File: config.mk
export PLATFORM = sky130hd
export DESIGN_NAME = fib_stream_gen_flat
export DESIGN_NICKNAME = d
export VERILOG_FILES = /design/src/rtl/fib_stream_if.sv /design/src/rtl/fib_stream_gen.sv /design/src/flat_wrapper.sv
export SDC_FILE = /design/constraint.sdc
export NUM_CORES = 1
export LEC_CHECK = 0
export BUFFER_PORTS_ARGS = -buffer_cell sky130_fd_sc_hd__buf_4
export CORE_ASPECT_RATIO = 0.9
export CORE_MARGIN = 3
export CORE_UTILIZATION = 24
export DETAILED_ROUTE_END_ITERATION = 10
export PLACE_DENSITY = 0.42
export SYNTH_ARGS = -nofsm -noshare
export SYNTH_HDL_FRONTEND = slang
export SYNTH_SLANG_ARGS = --single-unit
File: constraint.sdc
create_clock -name clk -period 2.4 [get_ports clk]
set_input_delay 0.24 -clock clk [delete_from_list [all_inputs] [get_ports clk]]
set_output_delay 0.24 -clock clk [all_outputs]
set_load 0.02 [all_outputs]
File: src/rtl/fib_stream_if.sv
// Request/stream bundle for the generalised-Fibonacci generator.
// Handshake: a term transfers on any rising edge where term_valid && term_ready; while valid is high and ready low, term and term_last hold stable.
interface fib_stream_if #(
  parameter int WIDTH = 16,
  parameter int NW    = 6
);
  logic             start;
  logic [NW-1:0]    n;
  logic [WIDTH-1:0] seed0;
  logic [WIDTH-1:0] seed1;
  logic             busy;
  logic [WIDTH-1:0] term;
  logic             term_valid;
  logic             term_ready;
  logic             term_last;
  logic             done;
  logic [WIDTH-1:0] result;
  logic             ovf;

  modport master (
    input  start, n, seed0, seed1, term_ready,
    output busy, term, term_valid, term_last, done, result, ovf
  );

  modport slave (
    output start, n, seed0, seed1, term_ready,
    input  busy, term, term_valid, term_last, done, result, ovf
  );
endinterface

File: src/rtl/fib_stream_gen.sv
// Generalised-Fibonacci generator: streams T(0..n) from programmable seeds,
// keeps T(n) in result and flags any carry out of an emitted sum in ovf.
module fib_stream_gen #(
  parameter int WIDTH = 16,
  parameter int NW    = 6
) (
  input  logic        clk,
  input  logic        rst_n,
  fib_stream_if.master bus,
  output logic [1:0]  dbg_state
);
  typedef enum logic [1:0] {IDLE = 2'd0, EMIT = 2'd1, DONE = 2'd2} state_t;

  state_t           state;
  logic [NW-1:0]    n_q;
  logic [NW-1:0]    idx;
  logic [WIDTH-1:0] a;
  logic [WIDTH-1:0] b;
  logic [WIDTH:0]   sum;
  logic [NW:0]      idx_plus2;

  assign sum       = {1'b0, a} + {1'b0, b};
  assign idx_plus2 = {1'b0, idx} + (NW+1)'(2);
  assign dbg_state = state;

  always_ff @(posedge clk) begin
    if (!rst_n) begin
      state          <= IDLE;
      n_q            <= '0;
      idx            <= '0;
      a              <= '0;
      b              <= '0;
      bus.busy       <= 1'b0;
      bus.term       <= '0;
      bus.term_valid <= 1'b0;
      bus.term_last  <= 1'b0;
      bus.done       <= 1'b0;
      bus.result     <= '0;
      bus.ovf        <= 1'b0;
    end else begin
      case (state)
        IDLE: begin
          bus.done <= 1'b0;
          if (bus.start) begin
            n_q            <= bus.n;
            idx            <= '0;
            a              <= bus.seed0;
            b              <= bus.seed1;
            bus.ovf        <= 1'b0;
            bus.busy       <= 1'b1;
            bus.term       <= bus.seed0;
            bus.term_valid <= 1'b1;
            bus.term_last  <= (bus.n == '0);
            state          <= EMIT;
          end
        end
        EMIT: begin
          if (bus.term_ready) begin
            if (idx == n_q) begin
              bus.result     <= bus.term;
              bus.term       <= '0;
              bus.term_valid <= 1'b0;
              bus.term_last  <= 1'b0;
              bus.busy       <= 1'b0;
              bus.done       <= 1'b1;
              state          <= DONE;
            end else begin
              idx           <= idx + NW'(1);
              bus.term      <= b;
              bus.term_last <= ((idx + NW'(1)) == n_q);
              a             <= b;
              b             <= sum[WIDTH-1:0];
              // The new sum is T(idx+2); it only counts if it will be emitted.
              if (sum[WIDTH] && (idx_plus2 <= {1'b0, n_q}))
                bus.ovf <= 1'b1;
            end
          end
        end
        DONE: begin
          bus.done <= 1'b0;
          state    <= IDLE;
        end
        default: state <= IDLE;
      endcase
    end
  end
endmodule

File: src/flat_wrapper.sv
// flat-port wrapper written by rule: the top's interface ports become plain ports
module fib_stream_gen_flat 
#(
  parameter int WIDTH = 16,
  parameter int NW    = 6
)
  (clk, rst_n, dbg_state, bus_start, bus_n, bus_seed0, bus_seed1, bus_term_ready, bus_busy, bus_term, bus_term_valid, bus_term_last, bus_done, bus_result, bus_ovf);
  fib_stream_if #(.WIDTH(WIDTH), .NW(NW)) bus_i ();
  input  logic clk;
  input  logic rst_n;
  output logic [1:0] dbg_state;
  input wire logic [$bits(bus_i.start)-1:0] bus_start;
  input wire logic [$bits(bus_i.n)-1:0] bus_n;
  input wire logic [$bits(bus_i.seed0)-1:0] bus_seed0;
  input wire logic [$bits(bus_i.seed1)-1:0] bus_seed1;
  input wire logic [$bits(bus_i.term_ready)-1:0] bus_term_ready;
  output wire logic [$bits(bus_i.busy)-1:0] bus_busy;
  output wire logic [$bits(bus_i.term)-1:0] bus_term;
  output wire logic [$bits(bus_i.term_valid)-1:0] bus_term_valid;
  output wire logic [$bits(bus_i.term_last)-1:0] bus_term_last;
  output wire logic [$bits(bus_i.done)-1:0] bus_done;
  output wire logic [$bits(bus_i.result)-1:0] bus_result;
  output wire logic [$bits(bus_i.ovf)-1:0] bus_ovf;
  assign bus_i.start = bus_start;
  assign bus_i.n = bus_n;
  assign bus_i.seed0 = bus_seed0;
  assign bus_i.seed1 = bus_seed1;
  assign bus_i.term_ready = bus_term_ready;
  assign bus_busy = bus_i.busy;
  assign bus_term = bus_i.term;
  assign bus_term_valid = bus_i.term_valid;
  assign bus_term_last = bus_i.term_last;
  assign bus_done = bus_i.done;
  assign bus_result = bus_i.result;
  assign bus_ovf = bus_i.ovf;
  fib_stream_gen #(.WIDTH(WIDTH), .NW(NW)) u_core (.clk(clk), .rst_n(rst_n), .bus(bus_i), .dbg_state(dbg_state));
endmodule
# ---- Word level (Yosys, flattened, before mapping)
# Cells that the tools add are included.
dict set report classes {
  add_sub_neg 3
  mux 35
  eq_ne 9
  magnitude_cmp 1
  n_reduce_logical 14
}
# cell count
set ops {}
lappend ops {{$mux 16} 8}
lappend ops {{$pmux 16 s2} 3}
lappend ops {{$mux 6} 3}
lappend ops {{$add 16x16->17} 1}
lappend ops {{$eq 6x6->1} 2}
lappend ops {{$mux 1} 12}
lappend ops {{$pmux 6 s2} 1}
lappend ops {{$reduce_and 3->1} 4}
lappend ops {{$pmux 1 s2} 4}
lappend ops {{$reduce_and 4->1} 2}
lappend ops {{$add 6x2->7 const B} 1}
lappend ops {{$le 7x6->1} 1}
lappend ops {{$add 6x1->6 const B} 1}
lappend ops {{$logic_not 6->1} 1}
lappend ops {{$mux 2} 3}
lappend ops {{$ne 2x2->1 const B} 3}
lappend ops {{$reduce_and 5->1} 1}
lappend ops {{$ne 2x1->1 const B} 2}
lappend ops {{$pmux 2 s2} 1}
lappend ops {{$reduce_bool 2->1} 2}
lappend ops {{$eq 2x1->1 const B} 1}
lappend ops {{$eq 2x2->1 const B} 1}
lappend ops {{$logic_not 2->1} 1}
lappend ops {{$reduce_and 2->1} 1}
lappend ops {{2 further kinds} 2}
dict set report totals {
  ff_bits 82
  out_inout_bits 39
  word_cells 73
  inputBits 42
}

# ---- Depth between registers and ports, before layout
dict set report depth {
  depth_word 7
  ltp_mapped 10
  ltp_nobuf 9
}

# ---- Least setup slack after synthesis
# OpenSTA, ideal clock, no wires.
dict set report synth_path {
  path_kind {flip-flop to flip-flop}
  from {register u_core.b[0]}
  to {register u_core.b[12]}
  stages_incl_launch_ff 9
  required_ps 2281
  arrival_time_ps 2063
  setup_slack_ps 218
  synth_period_minus_slack_ps 2182
  n_path_buf 0
  setup_ps 119
  path_cell_list {dfxtp_1 ha_1 fa_1 a21o_1 a211oi_1 nor2_1 a41o_1 mux2i_1 o221a_2}
}
dict set report synth_between {
  elab_chain_len 4
}
# element line_no
set synth_rtl {}
lappend synth_rtl {{from (decl)} fib_stream_gen.sv:18} ;# logic [WIDTH-1:0] b;
lappend synth_rtl {{from (signal assigned)} fib_stream_gen.sv:48} ;# b <= bus.seed1;
lappend synth_rtl {{from (signal assigned)} fib_stream_gen.sv:72} ;# b <= sum[WIDTH-1:0];
lappend synth_rtl {{$add 16x16->17} fib_stream_gen.sv:22} ;# assign sum = {1'b0, a} + {1'b0, b};
lappend synth_rtl {{$mux 16} fib_stream_gen.sv:59} ;# if (idx == n_q) begin
lappend synth_rtl {{$mux 16} fib_stream_gen.sv:58} ;# if (bus.term_ready) begin
lappend synth_rtl {{$pmux 16 s2} fib_stream_gen.sv:41} ;# case (state)
# No other way between the ends. The select of a mux whose other input is x is not followed.
# A chain may end at the register's enable or synchronous reset.

# ---- Worst setup path in the final report
# Ends and elaborated chain as after synthesis.

==> flow_summary.yaml <==
logic_synthesis:
  synthCells: 515
  syn_area_um2: 4280
  synth.net_count: 582
  ys_warn_count: 0
  avgSynthCellArea_um2: 8.30
  synth_largest_area_cell: "dfxtp_1"
  synth_most_common_cell: "nand2_1"
  synth_ff_type: "dfxtp_1"
  synth_top_area_share_pct: 38.4
  synth_edf_count: 0
  synth.top_cells.by_area: "dfxtp_1 (38%), nand2_1 (8.3%), a21oi_1 (7.4%)"
  synthArstFlopShare_pct: 0
  ys_seq_area_share_pct: 38.4
  synth_cell_types: 58
  synth_common_cells: "nand2_1 (94), dfxtp_1 (82), a21oi_1 (63)"
  synth_seq_cells: 82
sta:
  min_period_over_period_pct: 95.5
  fmax_mhz: 436
  period_needed_ns: 2.29
  rsz0062_at_grt: "true"
  clock-skew-final_ns: 0.00455
  setup_violations: 0
  hold_viol_final: 0
  drv_slew: 0
  tightest_slew_ns: 0.567
  relSlewSlack_pct: 61.9
  fin_ws_ns: 0.107
pwr:
  peakVddDrop_uv: 344
  leakagePower_nw: 2.28
  power.density_nw_per_um2: 760
global_route:
  grt_usage_pct: 13.4
  antenna_found_initial: 0
  grt_max_degree: 45
  grt_first_pass_wirelength_um: 20700
  grt_pass1_vias: 3784
  overflow: 0
cells_and_area:
  final_cell_area_um2: 5520
  drive_gt1_share_pct: 21.1
  areaGrowthSynthToFinish_pct: 29.0
  nNetsFinal: 660
  antennaDiodeCount: 0
  fillers: 1797
drt:
  drc: 0
  via_per_inst: 4.61
  routed_wl_um: 12900
  firstDrtPassIters: 4
  drtIter0Drc: 255
  via_count: 3844
  final_antenna_net_count: 0
  routedWlPerCell_um: 15.5
placement:
  placement.cell_area_um2: 5160
  place_ws_ns: -0.00996
  gp_congestion: 0.787
  hpwlAfterDp_um: 9790
  port_buffers: 80
floorplanning:
  dieHeight_um: 133
  core_area_um2: 17200
  rows: 45
  die_x_um: 147
  num_io_pins: 81
  die_area_um2: 19500
  start_util_pct: 24.9
status:
  status: "finished, final reports clean"
clock_network:
  clock_sink_count: 82
  root_buffer: "clkbuf_16"
  cts_tree: "built"
  h-tree-depth: 3
  clk_latency_ns: 0.35
  path_clk_slew_ns: 0.06
  cts_buffer_depth: 2
  cts_made_buffers: 9
critical_path:
  crit_fanout: 4
  worstSetupEndpointType: "flop"
  cp.required_ns: 2.64
  startpoint_type: "flop"
  critical_path_class: "reg -> reg"
  crit_arrival_ns: 2.53
job:
  max_cap_viol_count: 0
worst_hold_path:
  hp-class: "in -> reg"
-- routing by layer --
layer	wire length, um	share of wire [%]	vias up	track usage [%]
met2	5410	42	89	19.3
met1	6550	51	1764	19.6
met5	0	0	-	0
met3	803	6.2	9	3.63
met4	151	1.2	0	3.61
li1	-	-	1982	-
-- final cells by class --
cell class	count	area, um2	area share, %
sequential	82	1640	29.8
tap	235	294	5.33
multi-input combinational	393	2450	44.4
timing repair buffer	98	761	13.8
clock inverter	5	85.1	1.54
clock buffer	11	253	4.58
inverter	9	33.8	0.613
-- worst paths after layout --
check                           startpoint                        end  slack [ns]  cells after the start
setup / recovery  u_core.b[0]$_SDFFE_PN0P_  u_core.b[12]$_SDFFE_PN0P_        0.11                      8
hold / removal                bus_seed1[4]   u_core.b[4]$_SDFFE_PN0P_        0.15                      3
setup reg to reg  u_core.b[0]$_SDFFE_PN0P_  u_core.b[12]$_SDFFE_PN0P_        0.11                      8
hold reg to reg   u_core.a[8]$_SDFFE_PN0P_   u_core.a[8]$_SDFFE_PN0P_        0.46                      2
-- report_power, final --
group          leakage (nW)  internal (mW)  switching, mW  total (mW)
Sequential            0.671           1.49          0.109        1.59
Combinational          1.45          0.431          0.597        1.03
Clock                 0.162          0.974          0.595        1.57
Total                  2.28           2.89           1.30        4.19
-- sequential cells by signal (all words and copies together), names as in the netlist --
signal                 cells
u_core.a                  16
u_core.b                  16
u_core.bus.done            1
u_core.bus.ovf             1
u_core.bus.result         16
u_core.bus.term           16
u_core.bus.term_last       1
u_core.bus.term_valid      1
u_core.dbg_state           2
u_core.idx                 6
u_core.n_q                 6
-- placed cells by master, fill, tap and decap left out, types with 3 or more instances in the layout --
cell type,instances
a21o_1,8
xor2_1,8
buf_4,96
dfxtp_1,82
nand2b_1,4
a211oi_1,3
a22o_1,14
nand3_1,7
inv_1,8
nand4_1,4
and3_1,4
o211ai_1,3
a31oi_1,5
o21bai_1,4
nor3_1,6
or3_1,3
o21a_1,5
nor2_1,40
a21oi_1,63
and2_1,5
xnor2_1,10
nor2b_1,6
clkbuf_16,9
nand2_1,94
o21ai_0,20
ha_1,24
a311oi_1,5
mux2i_1,17
-- logic make-up after synthesis --
| family | Yosys count | synth area share (%) |
|---|---|---|
| AND/OR/NAND/NOR | 181 | 18.5 |
| flip-flops | 82 | 38.4 |
| AO/OA/AOI/OAI | 151 | 22.9 |
| XOR/XNOR | 18 | 3.69 |
| buffers and inverters | 40 | 4.71 |
| adder cells (fa/ha/maj) | 25 | 7.49 |
| multiplexers | 18 | 4.24 |
-- what timing repair did --
action,in CTS,in global routing
resized for setup,1,3
setup endpoints to repair,1,6
setup buffers,0,1
pin swaps,0,3
hold buffers,0,0
cloned,0,0
-- worst max-delay path, cell delays in order, from the launching register on --
cell	delay (ns)
dfxtp_1	0.33
ha_1	0.23
fa_2	0.36
a21o_1	0.20
a211oi_2	0.29
nor2_1	0.11
a41o_1	0.28
mux2i_1	0.15
o221a_2	0.25
-- through the flow --
stage	instances	utilization [%]	TNS (ns)	power [mW]	hold WS, ns
finish	833	32.1	0	4.19	0.148
global route	833	32.1	-0.0690	4.44	0.154
CTS	832	32.0	0	4.25	0.140
detailed placement	816	30.0	-0.00996	2.66	0.460
global placement	816	30.0	0	2.65	0.452
floorplan	515	-	0	2.29	0.374
Note: power is estimated with default switching activity, not from simulation.
